**config.mk**
```make
export PLATFORM = sky130hd
export DESIGN_NAME = int8_dot_sequencer_flat
export DESIGN_NICKNAME = d
export VERILOG_FILES = /design/src/rtl/int8_dot_sequencer_if.sv /design/src/rtl/int8_dot_sequencer.sv /design/src/flat_wrapper.sv
export SDC_FILE = /design/constraint.sdc
export NUM_CORES = 1
export LEC_CHECK = 0
export BUFFER_PORTS_ARGS = -buffer_cell sky130_fd_sc_hd__buf_2
export CORE_MARGIN = 8
export CORE_UTILIZATION = 49
export DETAILED_ROUTE_END_ITERATION = 12
export PLACE_DENSITY_LB_ADDON = 0.15
export SETUP_SLACK_MARGIN = 0.02
export SLEW_MARGIN = 20
export SYNTH_ARGS = -nofsm -noshare
export SYNTH_HDL_FRONTEND = slang
export SYNTH_SLANG_ARGS = --single-unit
export TNS_END_PERCENT = 50
```
**constraint.sdc**
```tcl
create_clock -name clk -period 2.82 [get_ports clk]
set_input_delay 0.282 -clock clk [delete_from_list [all_inputs] [get_ports clk]]
set_output_delay 0.282 -clock clk [all_outputs]
set_load 0.005 [all_outputs]
```
**src/rtl/int8_dot_sequencer_if.sv**
```systemverilog
// int8_dot_sequencer_if
//   Operand stream and result port of the int8 dot-product sequencer.
//   Operand side: in_valid/in_ready handshake carrying signed int8 a/b.
//   Result side : res_valid/res_ready handshake carrying the saturated
//                 dot product (res_data) and the sticky saturation flag.
//   master: the producer of operands / consumer of results (environment).
//   slave : the sequencer itself.
interface int8_dot_sequencer_if #(
  parameter int ACC_W = 32
);
  logic             in_valid;
  logic             in_ready;
  logic [7:0]       in_a;
  logic [7:0]       in_b;
  logic             res_valid;
  logic             res_ready;
  logic [ACC_W-1:0] res_data;
  logic             res_sat;

  modport master (
    output in_valid, in_a, in_b, res_ready,
    input  in_ready, res_valid, res_data, res_sat
  );

  modport slave (
    input  in_valid, in_a, in_b, res_ready,
    output in_ready, res_valid, res_data, res_sat
  );
endinterface

```
**src/rtl/int8_dot_sequencer.sv**
```systemverilog
// int8_dot_sequencer
//   Front/back end for the 16-input int8 MAC tree. Packs groups of LANES
//   signed (a,b) operand pairs into the tree operand registers, samples the
//   combinational tree sum once per chunk, accumulates cfg_len chunks with
//   saturation and returns the result through a valid/ready port.
//
// Ports
//   clk, rst_n      clock (rising edge), async active-low reset
//   start, cfg_len  job start and chunk count (sampled in IDLE only)
//   busy            high whenever the FSM is not IDLE
//   io (slave)      operand stream in_* and result port res_*
//   tree_a, tree_b  registered operands, lane i at [8i+7:8i]
//   tree_sum        combinational tree output for tree_a/tree_b
//
// state | meaning
// ------+----------------------------------------------------------
// IDLE  | waiting for start
// LOAD  | accepting operand pairs into lane lane_cnt (in_ready=1)
// MAC   | one cycle: acc <= sat(acc + tree_sum), chunk_cnt++
// OUT   | result presented, waiting for res_ready
module int8_dot_sequencer #(
  parameter int LANES = 8,
  parameter int ACC_W = 32,
  parameter int LEN_W = 16
) (
  input  logic               clk,
  input  logic               rst_n,
  input  logic               start,
  input  logic [LEN_W-1:0]   cfg_len,
  output logic               busy,
  int8_dot_sequencer_if.slave io,
  output logic [8*LANES-1:0] tree_a,
  output logic [8*LANES-1:0] tree_b,
  input  logic [ACC_W-1:0]   tree_sum
);

  localparam int LANE_W = $clog2(LANES);
  localparam logic [LANE_W-1:0] LAST_LANE = LANE_W'(LANES - 1);
  localparam logic [ACC_W-1:0]  ACC_MAX   = {1'b0, {(ACC_W-1){1'b1}}};
  localparam logic [ACC_W-1:0]  ACC_MIN   = {1'b1, {(ACC_W-1){1'b0}}};

  typedef enum logic [1:0] {
    IDLE = 2'd0,
    LOAD = 2'd1,
    MAC  = 2'd2,
    OUT  = 2'd3
  } state_t;

  state_t             state_q,     state_d;
  logic [ACC_W-1:0]   acc_q,       acc_d;
  logic               sat_q,       sat_d;
  logic [LANE_W-1:0]  lane_cnt_q,  lane_cnt_d;
  logic [LEN_W-1:0]   chunk_cnt_q, chunk_cnt_d;
  logic [LEN_W-1:0]   len_q,       len_d;
  logic [8*LANES-1:0] tree_a_q,    tree_a_d;
  logic [8*LANES-1:0] tree_b_q,    tree_b_d;

  // One extra bit of headroom: overflow shows up as the top two bits differing.
  logic [ACC_W:0] sum_ext;

  always_ff @(posedge clk or negedge rst_n) begin
    if (!rst_n) begin
      state_q     <= IDLE;
      acc_q       <= '0;
      sat_q       <= 1'b0;
      lane_cnt_q  <= '0;
      chunk_cnt_q <= '0;
      len_q       <= '0;
      tree_a_q    <= '0;
      tree_b_q    <= '0;
    end else begin
      state_q     <= state_d;
      acc_q       <= acc_d;
      sat_q       <= sat_d;
      lane_cnt_q  <= lane_cnt_d;
      chunk_cnt_q <= chunk_cnt_d;
      len_q       <= len_d;
      tree_a_q    <= tree_a_d;
      tree_b_q    <= tree_b_d;
    end
  end

  always_comb begin
    state_d     = state_q;
    acc_d       = acc_q;
    sat_d       = sat_q;
    lane_cnt_d  = lane_cnt_q;
    chunk_cnt_d = chunk_cnt_q;
    len_d       = len_q;
    tree_a_d    = tree_a_q;
    tree_b_d    = tree_b_q;
    sum_ext     = {acc_q[ACC_W-1], acc_q} + {tree_sum[ACC_W-1], tree_sum};

    case (state_q)
      IDLE: begin
        if (start) begin
          acc_d       = '0;
          sat_d       = 1'b0;
          lane_cnt_d  = '0;
          chunk_cnt_d = '0;
          len_d       = cfg_len;
          tree_a_d    = '0;
          tree_b_d    = '0;
          // A zero-length job has nothing to load; present the cleared result.
          state_d     = (cfg_len == '0) ? OUT : LOAD;
        end
      end

      LOAD: begin
        if (io.in_valid) begin
          for (int i = 0; i < LANES; i++) begin
            if (lane_cnt_q == LANE_W'(i)) begin
              tree_a_d[8*i +: 8] = io.in_a;
              tree_b_d[8*i +: 8] = io.in_b;
            end
          end
          if (lane_cnt_q == LAST_LANE) begin
            lane_cnt_d = '0;
            state_d    = MAC;
          end else begin
            lane_cnt_d = lane_cnt_q + 1'b1;
          end
        end
      end

      MAC: begin
        if (sum_ext[ACC_W] != sum_ext[ACC_W-1]) begin
          acc_d = sum_ext[ACC_W] ? ACC_MIN : ACC_MAX;
          sat_d = 1'b1;
        end else begin
          acc_d = sum_ext[ACC_W-1:0];
        end
        chunk_cnt_d = chunk_cnt_q + 1'b1;
        state_d     = (chunk_cnt_q == len_q - LEN_W'(1)) ? OUT : LOAD;
      end

      OUT: begin
        if (io.res_ready) begin
          state_d = IDLE;
        end
      end

      default: state_d = IDLE;
    endcase
  end

  assign busy         = (state_q != IDLE);
  assign io.in_ready  = (state_q == LOAD);
  assign io.res_valid = (state_q == OUT);
  assign io.res_data  = acc_q;
  assign io.res_sat   = sat_q;
  assign tree_a       = tree_a_q;
  assign tree_b       = tree_b_q;

endmodule
```
**src/flat_wrapper.sv**
```systemverilog
// flat-port wrapper written by rule: the top's interface ports become plain ports
module int8_dot_sequencer_flat 
#(
  parameter int LANES = 8,
  parameter int ACC_W = 32,
  parameter int LEN_W = 16
)
  (clk, rst_n, start, cfg_len, busy, tree_a, tree_b, tree_sum, io_in_valid, io_in_a, io_in_b, io_res_ready, io_in_ready, io_res_valid, io_res_data, io_res_sat);
  int8_dot_sequencer_if #(.ACC_W(ACC_W)) io_i ();
  input  logic clk;
  input  logic rst_n;
  input  logic start;
  input  logic [LEN_W-1:0] cfg_len;
  output logic busy;
  output logic [8*LANES-1:0] tree_a;
  output logic [8*LANES-1:0] tree_b;
  input  logic [ACC_W-1:0] tree_sum;
  input wire logic [$bits(io_i.in_valid)-1:0] io_in_valid;
  input wire logic [$bits(io_i.in_a)-1:0] io_in_a;
  input wire logic [$bits(io_i.in_b)-1:0] io_in_b;
  input wire logic [$bits(io_i.res_ready)-1:0] io_res_ready;
  output wire logic [$bits(io_i.in_ready)-1:0] io_in_ready;
  output wire logic [$bits(io_i.res_valid)-1:0] io_res_valid;
  output wire logic [$bits(io_i.res_data)-1:0] io_res_data;
  output wire logic [$bits(io_i.res_sat)-1:0] io_res_sat;
  assign io_i.in_valid = io_in_valid;
  assign io_i.in_a = io_in_a;
  assign io_i.in_b = io_in_b;
  assign io_i.res_ready = io_res_ready;
  assign io_in_ready = io_i.in_ready;
  assign io_res_valid = io_i.res_valid;
  assign io_res_data = io_i.res_data;
  assign io_res_sat = io_i.res_sat;
  int8_dot_sequencer #(.LANES(LANES), .ACC_W(ACC_W), .LEN_W(LEN_W)) u_core (.clk(clk), .rst_n(rst_n), .start(start), .cfg_len(cfg_len), .busy(busy), .io(io_i), .tree_a(tree_a), .tree_b(tree_b), .tree_sum(tree_sum));
endmodule
```
* Word-level counts from Yosys, hierarchy flattened
Index checks and enable logic that the tools add are counted.
** Operators by class
- Multiplexer cells :: 41
- Shift operators :: 0
- Order comparisons :: 0
- Reductions and logical operators :: 19
- Div/mod/pow operators :: 0
- $add $sub $neg :: 4
- Multipliers :: 0
- Bitwise operators :: 0
- Eq/ne operators :: 24
** Operators with widths (count)
- one-hot mux 64 bit (2 select lines) :: 2
- 2-to-1 mux 64 bit :: 3
- 2-to-1 mux 8 bit :: 16
- 2-to-1 mux 32 bit :: 3
- one-hot mux 32 bit (2 select lines) :: 1
- AND reduction 4 bit :: 9
- adder 32 x 32 -> 33 bit :: 1
- one-hot mux 16 bit (2 select lines) :: 1
- inequality test 2 x 1 -> 1 bit (second input constant) :: 9
- adder 16 x 1 -> 16 bit (second input constant) :: 1
- equality test 16 bit :: 1
- zero test 16 bit :: 1
- 2-to-1 mux 16 bit :: 1
- subtractor 16 x 1 -> 16 bit (second input constant) :: 1
- equality test 3 bit (second input constant) :: 4
- 2-to-1 mux 2 bit :: 6
- 2-to-1 mux 3 bit :: 3
- one-hot mux 2 bit (4 select lines) :: 1
- equality test 3 x 2 -> 1 bit (second input constant) :: 2
- inequality test 2 bit (second input constant) :: 3
- one-hot mux 3 bit (2 select lines) :: 1
- AND reduction 3 bit :: 2
- nonzero test 2 bit :: 3
- equality test 2 bit (second input constant) :: 2
- 9 further kinds :: 11
** Storage, ports and cells
- Bits in read-only memories :: 0
- Bits in registers :: 198
- Word-level logic and storage cells :: 110
- Memories kept :: 0
- Bits in latches :: 0
- Bits in writable memories :: 0

* Longest topological paths before layout
Gate-level depths: netlist (run 1).
- Word-level depth :: 4
- Gate-level depth with buffers :: 11

* Worst setup path after synthesis (run 1)
No wires, ideal clock.
- Kind :: reg-to-reg
- Start :: reg u_core.acc_q[0] (netlist: u_core.io.res_data[0])
- End :: reg u_core.acc_q[16] (netlist: u_core.io.res_data[16])
- Path slack :: -126 ps
- Data required time :: 2693 ps
- Cell stages (with the launch flop) :: 12
- Buffers on the path :: 1
- Arrival :: 2820 ps
- Clock period less this slack :: 2946 ps
- Cells stage by stage :: dfrtp_1 ha_1 fa_1 a211oi_2 o211ai_2 a211o_1 nand3_2 a2111o_1 nand3_2 o221a_4 buf_6 a221o_2
** Between the ends
- Cells in the longest elaborated chain, start to end :: 4
- Elaborated cells on any way between the ends :: 5
- Those cells by class :: 1 x add/sub; 1 x eq/ne; 3 x mux
** Ends and longest elaborated chain
- start, declared :: RTL line int8_dot_sequencer.sv:50 : logic [ACC_W-1:0] acc_q, acc_d;
- start signal, assigned :: RTL line int8_dot_sequencer.sv:64 : acc_q <= '0;
- start signal, assigned :: RTL line int8_dot_sequencer.sv:73 : acc_q <= acc_d;
- adder 32 x 32 -> 33 bit * :: RTL line int8_dot_sequencer.sv:92 : sum_ext = {acc_q[ACC_W-1], acc_q} + {tree_sum[ACC_W-1], tree_sum};
- 2-to-1 mux 32 bit or inequality test 1 bit (tied branches) :: RTL line int8_dot_sequencer.sv:128, int8_dot_sequencer.sv:127
- 2-to-1 mux 32 bit * :: RTL line int8_dot_sequencer.sv:127 : if (sum_ext[ACC_W] != sum_ext[ACC_W-1]) begin
- one-hot mux 32 bit (2 select lines) * :: RTL line int8_dot_sequencer.sv:94 : case (state_q)
Mark *: on every way between the ends. The rest lies on a longest branch, timed or not.
A chain may end at the register's enable or synchronous reset.

* Final worst setup path (run 1)
- Start :: reg u_core.acc_q[0] (netlist: u_core.io.res_data[0])
- End :: reg u_core.acc_q[9] (netlist: u_core.io.res_data[9])
Same word-level chain as after synthesis.

==> results of run 1 <==
## power by group
part	total (uW)	switching, uW	internal, uW
registers	4580	758	3830
logic	5740	3300	2440
clock network	2490	1260	1240
## metrics by stage
stage	power [uW]	setup TNS [ns]	std cells	setup WS [ns]	instance area, sq um
2_1_floorplan	7840	-0.354	1034	-0.0334	10000
3_3_place_gp	10100	-2.64	1543	-0.113	11800
3_5_place_dp	10300	-4.11	1543	-0.167	11800
4_1_cts	12900	-3.00	1583	-0.126	12500
5_1_grt	13800	-7.06	1585	-0.252	12500
6_report	12800	-3.57	1585	-0.142	12500
## worst max-delay path by stage
stage | from | to | slack [ns]
after floorplan | u_core.io.res_data[0] | u_core.io.res_data[16] | -0.03
after global placement | tree_sum[0] | u_core.io.res_data[11] | -0.11
after detailed placement | tree_sum[0] | u_core.io.res_data[14] | -0.17
after CTS | u_core.io.res_data[0] | u_core.io.res_data[9] | -0.13
after global routing | u_core.io.res_data[0] | u_core.io.res_data[9] | -0.25
final | u_core.io.res_data[0] | u_core.io.res_data[9] | -0.14
## placed cells by master, fill, tap and decap left out, types with 4 or more instances in the layout
cell type and instances:
a211oi_1 5, a21boi_0 4, a21o_1 16, a21oi_1 41, a221o_1 20, a221o_2 10
a31oi_1 6, and2_1 5, and3_1 8, buf_12 4, buf_2 231, buf_4 58
clkbuf_16 17, clkinv_8 4, dfrtp_1 198, ha_1 39, inv_1 19, inv_6 5
mux2_2 12, nand2_1 201, nand3_1 12, nand4_1 9, nor2_1 32, nor2b_1 7
nor3_1 15, nor4_1 6, o21a_1 5, o21ai_0 173, o21ai_1 6, o21ai_2 4
o221a_4 4, o31ai_1 7, or2_2 11, xnor2_1 27, xor2_1 18
## layer usage
| layer | vias up | track usage |
|---|---|---|
| met5 | - | 0 |
| met4 | 0 | 0.0775 |
| met3 | 42 | 0.0522 |
| met2 | 277 | 0.385 |
| met1 | 4343 | 0.296 |
| li1 | 4239 | - |
## state kept, by name (all words and copies together) (netlist names)
name                cells
u_core.io.res_sat       1
u_core.chunk_cnt_q     16
u_core.tree_a          64
u_core.len_q           16
u_core.lane_cnt_q       3
u_core.tree_b          64
u_core.state_q          2
u_core.io.res_data     32
## final cells by class
| type | instances | area, sq um |
|---|---|---|
| well taps | 270 | 338 |
| repair buffers | 296 | 1710 |
| multi-input cells | 769 | 4840 |
| fillers | 1750 | 7570 |
| clock inverters | 14 | 173 |
| inverters | 20 | 75.1 |
| clock buffers | 18 | 439 |
| flip-flops and latches | 198 | 4950 |
## Yosys cell counts (4+ instances only)
| cell type | count | area, sq um |
|---|---|---|
| nand2_1 | 201 | 754 |
| dfrtp_1 | 198 | 4950 |
| o21ai_0 | 176 | 881 |
| a21oi_1 | 41 | 205 |
| clkbuf_1 | 41 | 154 |
| ha_1 | 40 | 500 |
| nor2_1 | 33 | 124 |
| xnor2_1 | 27 | 236 |
| a221o_1 | 20 | 200 |
| inv_1 | 19 | 71.3 |
| xor2_1 | 18 | 158 |
| a21o_1 | 16 | 120 |
| nor3_1 | 16 | 80.1 |
| mux2_2 | 12 | 135 |
| nand3_1 | 12 | 60.1 |
| or2_2 | 11 | 68.8 |
| a221o_2 | 10 | 113 |
| nand4_1 | 9 | 56.3 |
| o31ai_1 | 9 | 67.6 |
| and3_1 | 8 | 50.1 |
| nor2b_1 | 7 | 43.8 |
| a31oi_1 | 6 | 37.5 |
| buf_6 | 6 | 67.6 |
| nor4_1 | 6 | 37.5 |
| a211oi_1 | 5 | 37.5 |
| and2_1 | 5 | 31.3 |
| o21a_1 | 5 | 37.5 |
| o21ai_1 | 5 | 25.0 |
| a21boi_0 | 4 | 30.0 |
## cell families (layout without fill, tap and decap cells)
| logic type | count (synthesis) | after routing | share of synthesized area |
|---|---|---|---|
| AO/OA/AOI/OAI | 337 | 340 | 0.217 |
| AND/OR/NAND/NOR | 329 | 329 | 0.149 |
| flip-flops | 198 | 198 | 0.496 |
| buffers and inverters | 70 | 348 | 0.0310 |
| XOR/XNOR | 45 | 45 | 0.0394 |
| adder cells (fa/ha/maj) | 41 | 41 | 0.0521 |
| multiplexers | 14 | 14 | 0.0155 |
## repair_timing
item | in CTS | in global routing
gates resized for setup | 6 | 6
hold endpoints to repair | 62 | 0
hold buffers | 1 | 0
buffers inserted | 4 | 3
pin swaps | 32 | 16
gates cloned | 3 | 0
endpoints found under the setup margin | 31 | 33
==> key figures, run 1 <==
Drt
  – Met3 WL: 1.76 mm
  – Metal2 WL: 14.4 mm
  – Wl on met1: 12.8 mm
  – Initial DRC count: 489
  – DRC Markers: 0
  – Total number of vias: 8901
  – Routed len/inst: 18.7 um
  – DR vias/cell: 5.62
  – Total Wirelength: 29.6 mm
  – Top sig layer: met4
  – Remaining antenna violation count: 0
  – DR pass1 iterations: 5

Worst hold path
  – Min-delay worst type: input pin to flip-flop
  – WHS Endpoint: u_core.state_q[0]
  – Worst hold start: io_res_ready
  – Hold depth: 2

STA
  – Max-slew violation count: 0
  – Min Tclk post-route: 2.96 ns
  – Clock Skew: 0.0175 ns
  – Count of final setup violators: 32
  – Slew margin rel.: 0.559
  – Achievable Freq: 338 MHz
  – RSZ-0062 raised after global routing: yes
  – Worst Setup Slack, final: -0.142 ns
  – Fin crit share: 1.05
  – Hold_ws: 0.0643 ns
  – Final Hold Viols: 0
  – Slew @ Worst Pin: 0.660 ns

Global route
  – Tot GR Track Use: 0.232
  – Antenna violations before repair: 0
  – First-pass GRT wire length: 47.6 mm
  – Gr ovfl total: 0
  – Largest net degree at the start of global routing: 80
  – Number of global-route vias before repair: 8826

CTS
  – CTS buffer count: 17
  – H-tree depth: 4
  – Worst-path clk slew: 0.09 ns
  – CTS Sinks: 198
  – CTS tree: yes
  – Clock latency on the worst-skew pair: 0.44 ns
  – Clk Tree Root Cell: clkbuf_16
  – Max clock buf depth: 2

Layout
  – Post-layout util: 0.623
  – Fraction of layout cells with a size suffix above 1: 0.300
  – Antenna cells: 0
  – Area delta synth->final: 25.4%
  – Fin nets: 1412

Worst setup path
  – Top Family by Delay on Critical Path: compound AO/OA/AOI/OAI gates
  – Slowest CP cell: dfrtp_1
  – Bufs and invs on worst path: 0
  – CP Max Fanout: 8
  – Kind of critical path: flip-flop to flip-flop
  – Worst stage delay on the critical path: 0.42 ns
  – WP data required: 3.14 ns
  – Crit path depth: 10
  – CP startpoint kind: flip-flop
  – FF-to-FF path depth: 10
  – Reg2reg setup slack: -0.14 ns
  – CP Capture Type: flip-flop
  – CP Data Arrival Time: 3.28 ns
  – CP Cell Sequence: ha_4, fa_2, a211oi_4, o211ai_2, a211o_1, nand3_2, a2111o_1, nand3_4, o221a_4, a221o_2
  – Worst reg2reg path endpoint: u_core.io.res_data[9]
  – FF-to-FF Start: u_core.io.res_data[0]

Synthesis
  – Synth Warn #: 0
  – Post-Syn Area: 9990 sq um
  – Synthesized instance count: 1034
  – EDFF count, synth: 0
  – Sequential share of the synthesized area: 0.496
  – Post-Syn Nets: 1144
  – Syn_area_per_cell: 9.66 sq um
  – Most used DFF post-synth: dfrtp_1
  – Synth Register Bits: 198
  – Distinct cell type count of the synthesized netlist: 72
  – Synth async-reset ratio: 1.00

Floorplanning
  – Num rows: 52
  – Die Width: 159 um
  – Initial core utilization: 0.497
  – IO Count: 233
  – Die height: 159 um
  – Die area: 25200 sq um
  – Core ar.: 20100 sq um

Power
  – Peak supply drop: 0.445 mV
  – Power density cells: 1020 nW/um^2
  – Pleak: 0.00630 uW

Placed design
  – Port buffer count: 232
  – RD Place Congestion: 0.884
  – Post-DP HPWL: 21.6 mm

Status
  – Outcome: finished with violations
  – Failing checks: negative setup slack

Flow run
  – Max cap viols: 0
Power figures use the tool's default switching activity.
==> run 2: changes to the inputs <==
--- a/config.mk
+++ b/config.mk
@@ -8,8 +8,10 @@
 export BUFFER_PORTS_ARGS = -buffer_cell sky130_fd_sc_hd__buf_2
 export CORE_MARGIN = 8
 export CORE_UTILIZATION = 49
+export CTS_BUF_LIST = sky130_fd_sc_hd__clkbuf_16
 export DETAILED_ROUTE_END_ITERATION = 12
 export PLACE_DENSITY_LB_ADDON = 0.15
+export REMOVE_ABC_BUFFERS = 1
 export SETUP_SLACK_MARGIN = 0.02
 export SLEW_MARGIN = 20
 export SYNTH_ARGS = -nofsm -noshare
==> run 2 against run 1 <==
  * The flow still finishes with violations (negative setup slack)
  * Clock-buffer cell count is 1 lower
  * Flip-flop and latch count unchanged
  * Setup slack gained 0.048 ns
  * First-iteration DRC count increased by 42%
  * Routed wire length rose by 1.5%
  * Worst hold slack got worse by 0.012 ns
  * Via count down 0.72%
  * Non-clock buffer count decreased by 3
  * Critical path depth unchanged
  * Register-to-register slack improved by 0.05 ns
  * Critical path type unchanged
==> key figures, run 2 (synthesis results as in run 1) <==
Status
  – Outcome: finished with violations
  – Failing checks: negative setup slack

Floorplanning
  – Die Width: 159 um
  – Num rows: 52
  – Die height: 159 um
  – Core ar.: 20100 sq um
  – Die area: 25200 sq um
  – IO Count: 233
  – Initial core utilization: 0.497

Flow run
  – Max cap viols: 0

Drt
  – Remaining antenna violation count: 0
  – Total number of vias: 8837
  – Initial DRC count: 695
  – DR pass1 iterations: 5
  – DRC Markers: 0
  – Routed len/inst: 19.0 um
  – DR vias/cell: 5.59
  – Total Wirelength: 30.1 mm

Layout
  – Sequential Area: 4950 sq um
  – Fraction of layout cells with a size suffix above 1: 0.297
  – Area delta synth->final: 25.7%
  – Footprint of the multi-input gates: 4850 sq um
  – Antenna cells: 0
  – Fin nets: 1409
  – Fillers: 1746
  – Commonest non-fill, non-tap cell in the layout: buf_2
  – Most frequent cells in the layout: buf_2, nand2_1, dfrtp_1
  – Non-filler instance count after layout: 1582

CTS
  – CTS Sinks: 198
  – H-tree depth: 4
  – Max clock buf depth: 2
  – CTS buffer count: 17
  – Clock latency on the worst-skew pair: 0.44 ns
  – Clk Tree Root Cell: clkbuf_16
  – CTS tree: yes
  – Worst-path clk slew: 0.08 ns

Power
  – Sw Ratio: 0.414
  – P_sw: 5350 uW
  – Part of the power in registers: 0.352
  – Combinational power share: 0.446
  – Peak supply drop: 0.481 mV
  – Pint: 7580 uW
  – Power density cells: 1030 nW/um^2
  – Pleak: 0.00632 uW
  – Clock power frac: 0.202

STA
  – Final Hold Viols: 0
  – RSZ-0062 raised after global routing: yes
  – Fin crit share: 1.03
  – Worst Setup Slack, final: -0.0944 ns
  – Max-slew violation count: 0
  – Count of final setup violators: 32
  – Clock Skew: 0.0192 ns
  – Slew @ Worst Pin: 0.818 ns
  – Achievable Freq: 343 MHz
  – Min Tclk post-route: 2.91 ns
  – Slew margin rel.: 0.453

Worst setup path
  – CP Max Fanout: 8
  – CP startpoint kind: flip-flop
  – CP Data Arrival Time: 3.23 ns
  – FF-to-FF path depth: 10
  – CP Capture Point: u_core.io.res_data[17]
  – CP Capture Type: flip-flop
  – Reg2reg setup slack: -0.09 ns
  – Kind of critical path: flip-flop to flip-flop
  – Crit path launch: u_core.io.res_data[0]
  – FF-to-FF Start: u_core.io.res_data[0]
  – WP data required: 3.14 ns
  – Worst reg2reg path endpoint: u_core.io.res_data[17]

Placed design
  – Placed Cells: 1545
  – Port buffer count: 232
  – Pre-CTS setup slack: -0.294 ns
  – RD Place Congestion: 0.886
  – Post-DP HPWL: 21.4 mm

Global route
  – Tot GR Track Use: 0.235
  – Largest net degree at the start of global routing: 86
  – Antenna violations before repair: 0
  – Number of global-route vias before repair: 8685
  – First-pass GRT wire length: 48.2 mm
  – Gr ovfl total: 0

Worst hold path
  – Min-delay worst type: input pin to flip-flop
  – Worst hold start: io_res_ready
-- run 2: cell count changes in the layout (fill, tap and decap cells not counted), sizes merged --
cell	change
buf	-3
clkbuf	-1
bufinv	+1
-- run 2: area by class of cell --
type,count,area share
Clock buffer,17,0.0339
Clock inverter,15,0.0171
Inverter,20,0.00598
Multi-Input combinational cell,769,0.386
Sequential cell,198,0.395
Tap cell,270,0.0269
Timing Repair Buffer,293,0.136
-- run 2: worst min-delay path by stage --
stage / end / cells past startpoint
final: u_core.state_q[0] / 2
after global routing: u_core.state_q[0] / 2
after CTS: u_core.state_q[0] / 2
after detailed placement: u_core.io.res_data[25] / 1
after global placement: u_core.io.res_data[14] / 1
after floorplan: u_core.chunk_cnt_q[0] / 0
-- run 2: metrics by stage --
stage / hold slack [ns] / power [uW] / area [sq um] / utilization / TNS [ns]
floorplan: -0.0136 / 7670 / 9760 / - / -5.92
detailed placement: 0.398 / 10300 / 11800 / 0.587 / -8.12
finish: 0.0525 / 12900 / 12600 / 0.625 / -2.25
CTS: 0.0368 / 13000 / 12500 / 0.624 / -4.72
global route: 0.0300 / 13900 / 12600 / 0.625 / -5.65
global placement: 0.394 / 10100 / 11800 / 0.587 / -6.15
-- run 2: metal layers --
metal	global-route usage	wire (um)	vias to the layer above
met4	0.0571	466	0
met1	0.303	13300	4308
met2	0.392	14800	251
met5	0	0	-
met3	0.0551	1580	32
li1	-	-	4246
-- run 2: power groups by stage --
stage / logic (uW) / registers, uW / clock network (uW)
6_report: 5770 / 4550 / 2610
3_3_place_gp: 5560 / 4570 / 0
3_5_place_dp: 5700 / 4590 / 0
5_1_grt: 6450 / 4650 / 2750
4_1_cts: 5800 / 4540 / 2640
2_1_floorplan: 3140 / 4540 / 0
-- run 2: timing repair --
action                                  CTS  global route
setup buffers                             1             0
resized for setup                         8             3
hold buffers                              1             0
endpoints found under the hold margin    82             0
pin swaps                                39             4
endpoints found under the setup margin   32            33
gates cloned                              3             0
-- run 2: critical path, cell delays in order, from the launching register on --
cell,delay (ns)
dfrtp_1,0.39
ha_2,0.19
fa_2,0.37
a211oi_4,0.25
o211ai_2,0.13
a211o_1,0.31
nand3_2,0.09
a2111o_1,0.21
nand3_4,0.14
o221a_4,0.37
a221o_2,0.35
